$ cat config.mk
export PLATFORM = sky130hd
export DESIGN_NAME = ahb_slave_mem
export DESIGN_NICKNAME = d
export VERILOG_FILES = /design/src/rtl/ahb_slave_mem.sv
export SDC_FILE = /design/constraint.sdc
export NUM_CORES = 1
export LEC_CHECK = 0
export BUFFER_PORTS_ARGS = -buffer_cell sky130_fd_sc_hd__buf_2
export CAP_MARGIN = 10
export CORE_ASPECT_RATIO = 0.75
export CORE_MARGIN = 8
export CORE_UTILIZATION = 35
export DETAILED_ROUTE_END_ITERATION = 16
export PLACE_DENSITY = 0.6
export RECOVER_POWER = 25
export SYNTH_ARGS = -nofsm -noshare
export SYNTH_HDL_FRONTEND = slang
export SYNTH_SLANG_ARGS = --single-unit
$ cat constraint.sdc
create_clock -name HCLK -period 5.3 [get_ports HCLK]
set_input_delay 1.06 -clock HCLK [delete_from_list [all_inputs] [get_ports HCLK]]
set_output_delay 1.06 -clock HCLK [all_outputs]
set_load 0.05 [all_outputs]
$ cat src/rtl/ahb_slave_mem.sv
`default_nettype none
// ============================================================================
// Module   : ahb_slave_mem
// Brief    : AHB-Lite slave backed by a small word-addressed memory, with
//            configurable data-phase wait states and a two-cycle ERROR
//            response for bad size, misaligned or out-of-range accesses.
// Revision : 1.0 - initial release
// ============================================================================
module ahb_slave_mem #(
  parameter int ADDR_WORDS  = 16,
  parameter int WAIT_STATES = 0
) (
  input  logic        HCLK,
  input  logic        HRESETn,
  input  logic        HSEL,
  input  logic [31:0] HADDR,
  input  logic [1:0]  HTRANS,
  input  logic        HWRITE,
  input  logic [2:0]  HSIZE,
  input  logic [31:0] HWDATA,
  input  logic        HREADY,
  output logic [31:0] HRDATA,
  output logic        HREADYOUT,
  output logic        HRESP
);

  localparam int         c_IDX_W    = (ADDR_WORDS > 1) ? $clog2(ADDR_WORDS) : 1;
  localparam logic [2:0] c_WAIT_CNT = 3'(WAIT_STATES);

  typedef enum logic [2:0] {
    S_IDLE = 3'd0,
    S_WAIT = 3'd1,
    S_DONE = 3'd2,
    S_ERR1 = 3'd3,
    S_ERR2 = 3'd4
  } state_e;

  state_e               state_q;
  logic [2:0]           cnt_q;
  logic [c_IDX_W-1:0]   idx_q;
  logic                 write_q;
  logic                 hreadyout_q;
  logic                 hresp_q;
  logic [31:0]          mem_q [ADDR_WORDS];

  logic w_accept;
  logic w_range_err;
  logic w_xfer_err;
  logic w_unused;

  // HTRANS[0] only separates NONSEQ from SEQ and BUSY from IDLE; neither
  // distinction changes how this slave responds.
  assign w_unused    = HTRANS[0];

  // A transfer is taken only when selected, the bus is ready and it is
  // NONSEQ or SEQ.
  assign w_accept    = HSEL & HREADY & HTRANS[1];

  // Any address bit above the word index means the word is past the end of
  // storage (depth is a power of two).
  assign w_range_err = |HADDR[31:c_IDX_W+2];
  assign w_xfer_err  = (HSIZE != 3'b010) | (HADDR[1:0] != 2'b00) | w_range_err;

  // Transfer FSM: address-phase capture, wait-state countdown and
  // registered HREADYOUT / HRESP.
  always_ff @(posedge HCLK or negedge HRESETn) begin
    if (!HRESETn) begin
      state_q     <= S_IDLE;
      cnt_q       <= 3'd0;
      idx_q       <= '0;
      write_q     <= 1'b0;
      hreadyout_q <= 1'b1;
      hresp_q     <= 1'b0;
    end else begin
      case (state_q)
        S_WAIT: begin
          if (cnt_q <= 3'd1) begin
            state_q     <= S_DONE;
            cnt_q       <= 3'd0;
            hreadyout_q <= 1'b1;
          end else begin
            cnt_q <= cnt_q - 3'd1;
          end
        end
        S_ERR1: begin
          state_q     <= S_ERR2;
          hreadyout_q <= 1'b1;
          hresp_q     <= 1'b1;
        end
        // IDLE, DONE and ERR2 all present HREADYOUT=1, so each may take the
        // next address phase; unknown encodings fall through here as well.
        default: begin
          if (w_accept) begin
            idx_q   <= HADDR[c_IDX_W+1:2];
            write_q <= HWRITE;
            if (w_xfer_err) begin
              state_q     <= S_ERR1;
              hreadyout_q <= 1'b0;
              hresp_q     <= 1'b1;
            end else if (WAIT_STATES > 0) begin
              state_q     <= S_WAIT;
              cnt_q       <= c_WAIT_CNT;
              hreadyout_q <= 1'b0;
              hresp_q     <= 1'b0;
            end else begin
              state_q     <= S_DONE;
              hreadyout_q <= 1'b1;
              hresp_q     <= 1'b0;
            end
          end else begin
            state_q     <= S_IDLE;
            write_q     <= 1'b0;
            hreadyout_q <= 1'b1;
            hresp_q     <= 1'b0;
          end
        end
      endcase
    end
  end

  // Write data is committed on the edge that ends a write data phase; a reset
  // during the transfer has already moved the FSM out of DONE, so nothing lands.
  always_ff @(posedge HCLK) begin
    if (HRESETn && (state_q == S_DONE) && write_q) begin
      mem_q[idx_q] <= HWDATA;
    end
  end

  // Read data is driven straight from storage during a read DONE, so a read
  // right behind a write to the same word sees the freshly committed value.
  assign HRDATA    = ((state_q == S_DONE) && !write_q) ? mem_q[idx_q] : 32'h0;
  assign HREADYOUT = hreadyout_q;
  assign HRESP     = hresp_q;

endmodule
`default_nettype wire

After elaboration in Yosys (flattened, before gate mapping)
Memories as Yosys holds them, arrays and structs flattened.
Cells that the tools add are included.
{"block": "classes", "add_sub_neg": 1, "mul": 0, "div_mod_pow": 0, "n_lt_le_gt_ge": 1, "n_eq_ne": 5, "shifts": 0, "muxes": 16, "n_bitwise": 5, "n_reduce_logical": 8}
{"cell": "2-to-1 mux 32 bit", "count": 1}
{"cell": "OR reduction 26 bit", "count": 1}
{"cell": "2-to-1 mux 1 bit", "count": 9}
{"cell": "2-to-1 mux 3 bit", "count": 3}
{"cell": "equality test 3 x 2 -> 1 bit, second input constant", "count": 2}
{"cell": "case mux 3 bit (2 select lines)", "count": 1}
{"cell": "case mux 1 bit (2 select lines)", "count": 2}
{"cell": "equality test 3 x 1 -> 1 bit, second input constant", "count": 1}
{"cell": "less-or-equal comparator 3 x 1 -> 1 bit, second input constant", "count": 1}
{"cell": "logical AND 1 bit", "count": 3}
{"cell": "inequality test 3 x 2 -> 1 bit, second input constant", "count": 1}
{"cell": "subtractor 3 x 1 -> 3 bit, second input constant", "count": 1}
{"cell": "bitwise AND 1 bit", "count": 2}
{"cell": "inequality test 2 bit, second input constant", "count": 1}
{"cell": "OR 1 bit", "count": 2}
{"cell": "AND reduction 2 bit", "count": 1}
{"cell": "nonzero test 2 bit", "count": 1}
{"cell": "OR reduction 2 bit", "count": 1}
{"cell": "logical NOT 1 bit", "count": 1}
{"cell": "inverter 1 bit", "count": 1}
{"block": "word_totals", "regBits": 13, "latch_bits": 0, "mem_bits_rw": 512, "romBits": 0, "inputBits": 74, "out_inout_bits": 34, "elab_cells": 43, "memories": 1}
{"memory": "mem_q", "words": 16, "width": 32, "rd": 1, "rd_ports_with_merged_regs": 0, "write_ports": 1, "line_no": "44", "text": "logic [31:0] mem_q [ADDR_WORDS];"}

Depth between registers and ports, before layout
{"block": "depth", "ltp_word": 6, "mapped_depth": 6}

Worst setup path after synthesis
No wires, ideal clock.
{"block": "synth_path", "path_kind": "in2reg", "startpoint": "in HRESETn", "endpoint": "mem mem_q[0][0], enable pin", "setup_time_ns": 0.513, "arrival_time_ns": 4.539, "required_time_ns": 4.787, "setup_slack_ns": 0.248, "stages": 2, "n_path_buf": 0, "path_cell_list": "nand2_1 -> nor4b_1"}
{"block": "synth_via", "elab_chain_cells": 4}
{"item": "start: declaration", "line_no": "14", "text": "input logic HRESETn,"}
{"item": "logical AND 1 bit (2 in series)", "line_no": "124", "text": "if (HRESETn && (state_q == S_DONE) && write_q) begin"}
{"item": "2-to-1 mux 1 bit", "line_no": "124"}
{"item": "2-to-1 mux 1 bit (not written as such)", "line_no": "125", "text": "mem_q[idx_q] <= HWDATA;"}
{"item": "end: declaration", "line_no": "44"}
Every way passes these cells.

Final worst setup path
{"block": "layout_path", "startpoint": "reg idx_q[3]", "endpoint": "out HRDATA[1]"}
{"block": "layout_via", "elab_chain_cells": 2}
{"item": "start: declaration", "line_no": "40", "text": "logic [c_IDX_W-1:0] idx_q;"}
{"item": "start signal: assignment", "line_no": "94", "text": "idx_q <= HADDR[c_IDX_W+1:2];"}
{"item": "memory (16 x 32 bit)"}
{"item": "2-to-1 mux 32 bit", "line_no": "131", "text": "assign HRDATA = ((state_q == S_DONE) && !write_q) ? mem_q[idx_q] : 32'h0;"}
{"item": "end: declaration", "line_no": "22", "text": "output logic [31:0] HRDATA,"}
Every way passes these cells.

==> qor.txt <==
final setup TNS -> 0 ns
Sw Share -> 0.231
Critical Path Fanout Max -> 32
Slew @ Worst Pin -> 0.949 ns
CTS buffer count -> 49
worst reg-to-reg setup slack -> 1.87 ns
unrepaired setup endpoints after global routing -> false
CTS tree -> built
Via density -> 5.29
Hold WC Path Type -> reg2reg
Clock Skews -> 0.0277 ns
Clk pwr share -> 0.384
Die Area -> 0.0648 mm²
clock sink count -> 525
cts hold-fix bufs -> 0
root buf cell -> clkbuf_16
Logic pwr share -> 0.091
Setup Fix Bufs, Post-CTS -> 0
Slowest-stage cell, CP -> dfrtp_4
leakage power -> 7.29 nW
part of the power in registers -> 0.525
FF-to-FF path depth -> 4
synthesized area -> 0.0199 mm²
Final Hold Fails -> 0
top cell type by total area after synthesis -> edfxtp_1
async set or reset register ratio after synthesis -> 0.0248
Post-CTS Resized -> 0
Tcrit/Tclk final -> 0.838
Die Ht -> 222 µm
Net Count, Synth -> 952
status -> finished clean
Primary FF master, synth -> edfxtp_1
total grt overflow -> 0
capture point of the worst path -> HRDATA[1]
Seq/Total Area, Yosys -> 0.790
setup violators final -> 0
Final nets -> 1,097
via count -> 9,473
Placement Setup Slack -> 1.41 ns
Max-cap violations -> 0
drt total wl -> 45,800 µm
Data arrival, critical path -> 3.38 ns
Tmin final -> 4.44 ns
H-tree levels -> 2
element type at the critical path start -> flop
Yosys warnings -> 0
vias in the first global route -> 10,062
cells along the critical path -> nand2_1, nor2_4, buf_4, a22oi_1, nand2_1, buf_2
Cells after Synth -> 876
cell area power density -> 385 mW/mm²
Max Fclk -> 225 MHz
synth unique cells -> 34
first-pass GRT wire length -> 67,700 µm
# port buffers -> 106
Yosys top cell area share -> 0.773
placed inst area -> 0.0215 mm²
Seq cells post-synth -> 525
Setup CP Type -> reg2out
Finished Cell Area -> 0.0230 mm²
crit path from -> idx_q[3]
top post-synthesis cells by count -> 512 x edfxtp_1, 128 x mux4_2, 64 x a22oi_1
largest cells by area after synthesis -> edfxtp_1 77%, mux4_2 15%, a22oi_1 2.4%, dfrtp_1 1.5%, nand2_1 0.96%
worst r2r dst -> mem_q[13][8]
gp weighted congestion -> 0.692
hpwl dp -> 25,400 µm
post-synthesis average cell area -> 22.7 µm²
antenna violations before repair -> 2
largest net degree at the start of global routing -> 44
setup slack after layout -> 0.859 ns
P&R area growth vs syn -> 15.9%
most frequent cell after synthesis -> edfxtp_1
max_slew headroom -> 0.366
combined area of the multi-input logic cells -> 0.00407 mm²
Slew Limit Fails -> 0
required time of the critical path -> 4.24 ns
EDFF count, synth -> 512
drt initial violations -> 859
core area -> 0.0560 mm²
die width -> 291 µm
Starting Density -> 0.355
Top Ports -> 108
register area -> 0.0157 mm²
switching power -> 0.00205 W
worst-skew pair later-pin latency -> 0.58 ns
num rows -> 75
Peak VDD IR -> 0.292 mV
cell internal pwr -> 0.00681 W
drt first pass iters -> 5
layout cells sized above 1 -> 0.317
All-Layer GR Usage -> 0.138
ANT nets after route -> 0
Clock Pin Slew Worst Setup and Hold Paths -> 0.06 ns
Largest stage delay, worst path -> 0.76 ns
DRC -> 0
most used cell, CP -> nand2_1
Crit. End Element -> output port
clk buf depth -> 3
filler instances -> 4,881
WL per Instance -> 25.6 µm
reg2reg start -> idx_q[0]
power groups by stage:
stage	combinational (W)	sequential [W]	clock [W]
6_report	0.000807	0.00465	0.00340
5_1_grt	0.000863	0.00465	0.00364
4_1_cts	0.000825	0.00465	0.00349
3_5_place_dp	0.000824	0.00474	0
3_3_place_gp	0.000813	0.00474	0
2_1_floorplan	0.000637	0.00466	0
worst max-delay path, delay by kind of cell (launching register included):
kind                   cells  cell delay, ns
buffers and inverters      2            0.74
AOI/OAI and AO/OA          1            0.15
DFF                        1            0.76
and+or+nand+nor            3            1.14
final cells by class:
cell class / count / share of cell area
antenna: 1 / 0.000109
clock inverter: 31 / 0.0109
clock buffer: 59 / 0.0558
multi-input combinational: 305 / 0.177
timing repair buffer: 138 / 0.0344
inverter: 2 / 0.000326
sequential: 525 / 0.682
tap: 731 / 0.0397
worst min path at each step:
stage / start / to / cells after the start
2_1_floorplan: write_q / write_q / 2
3_3_place_gp: write_q / write_q / 2
3_5_place_dp: write_q / write_q / 2
4_1_cts: HRESETn / HRESP / 1
5_1_grt: write_q / write_q / 2
6_report: write_q / write_q / 2
cells in the final DEF, fill, tap and decap left out, types with 3 or more instances in the layout:
cell and count:
buf_12 4, nor2_4 11, nand2b_1 5, nor2_1 6, buf_4 28, clkinv_1 14, clkinv_2 9, clkbuf_1 32
dfrtp_4 3, a22oi_1 64, buf_2 83, nor3_2 3, nand2_1 51, nor4_1 6, bufinv_16 3, mux4_2 128
o21ai_0 5, nand4_1 3, dfrtp_1 9, nor4_2 3, clkbuf_16 50, edfxtp_1 512
sequential cells by signal (all words and copies together), names as in the netlist:
| name | flops |
|---|---|
| HREADYOUT | 1 |
| HRESP | 1 |
| cnt_q | 3 |
| idx_q | 4 |
| mem_q | 512 |
| state_q | 3 |
| write_q | 1 |
kinds of logic after synthesis:
group | share of synthesized area
adder cells (fa/ha/maj) | 0.00126
flip-flops | 0.790
AO/OA/AOI/OAI | 0.0268
multiplexers | 0.146
AND/OR/NAND/NOR | 0.0250
buffers and inverters | 0.0115
layer usage:
| metal | track usage | wire length, µm | vias up |
|---|---|---|---|
| met5 | 0 | 0 | - |
| met4 | 0.0263 | 696 | 0 |
| met3 | 0.0256 | 2660 | 59 |
| met2 | 0.220 | 21300 | 325 |
| met1 | 0.200 | 21100 | 5057 |
| li1 | - | - | 4032 |
through the flow:
stage	std cells	power, W	utilization	hold WS (ns)
2_1_floorplan	876	0.00529	-	0.466
3_3_place_gp	1701	0.00555	0.384	0.498
3_5_place_dp	1701	0.00556	0.384	0.505
4_1_cts	1791	0.00896	0.412	0.390
5_1_grt	1791	0.00915	0.411	0.561
6_report	1792	0.00886	0.411	0.517
No activity file was read; power rests on OpenSTA's default activity.
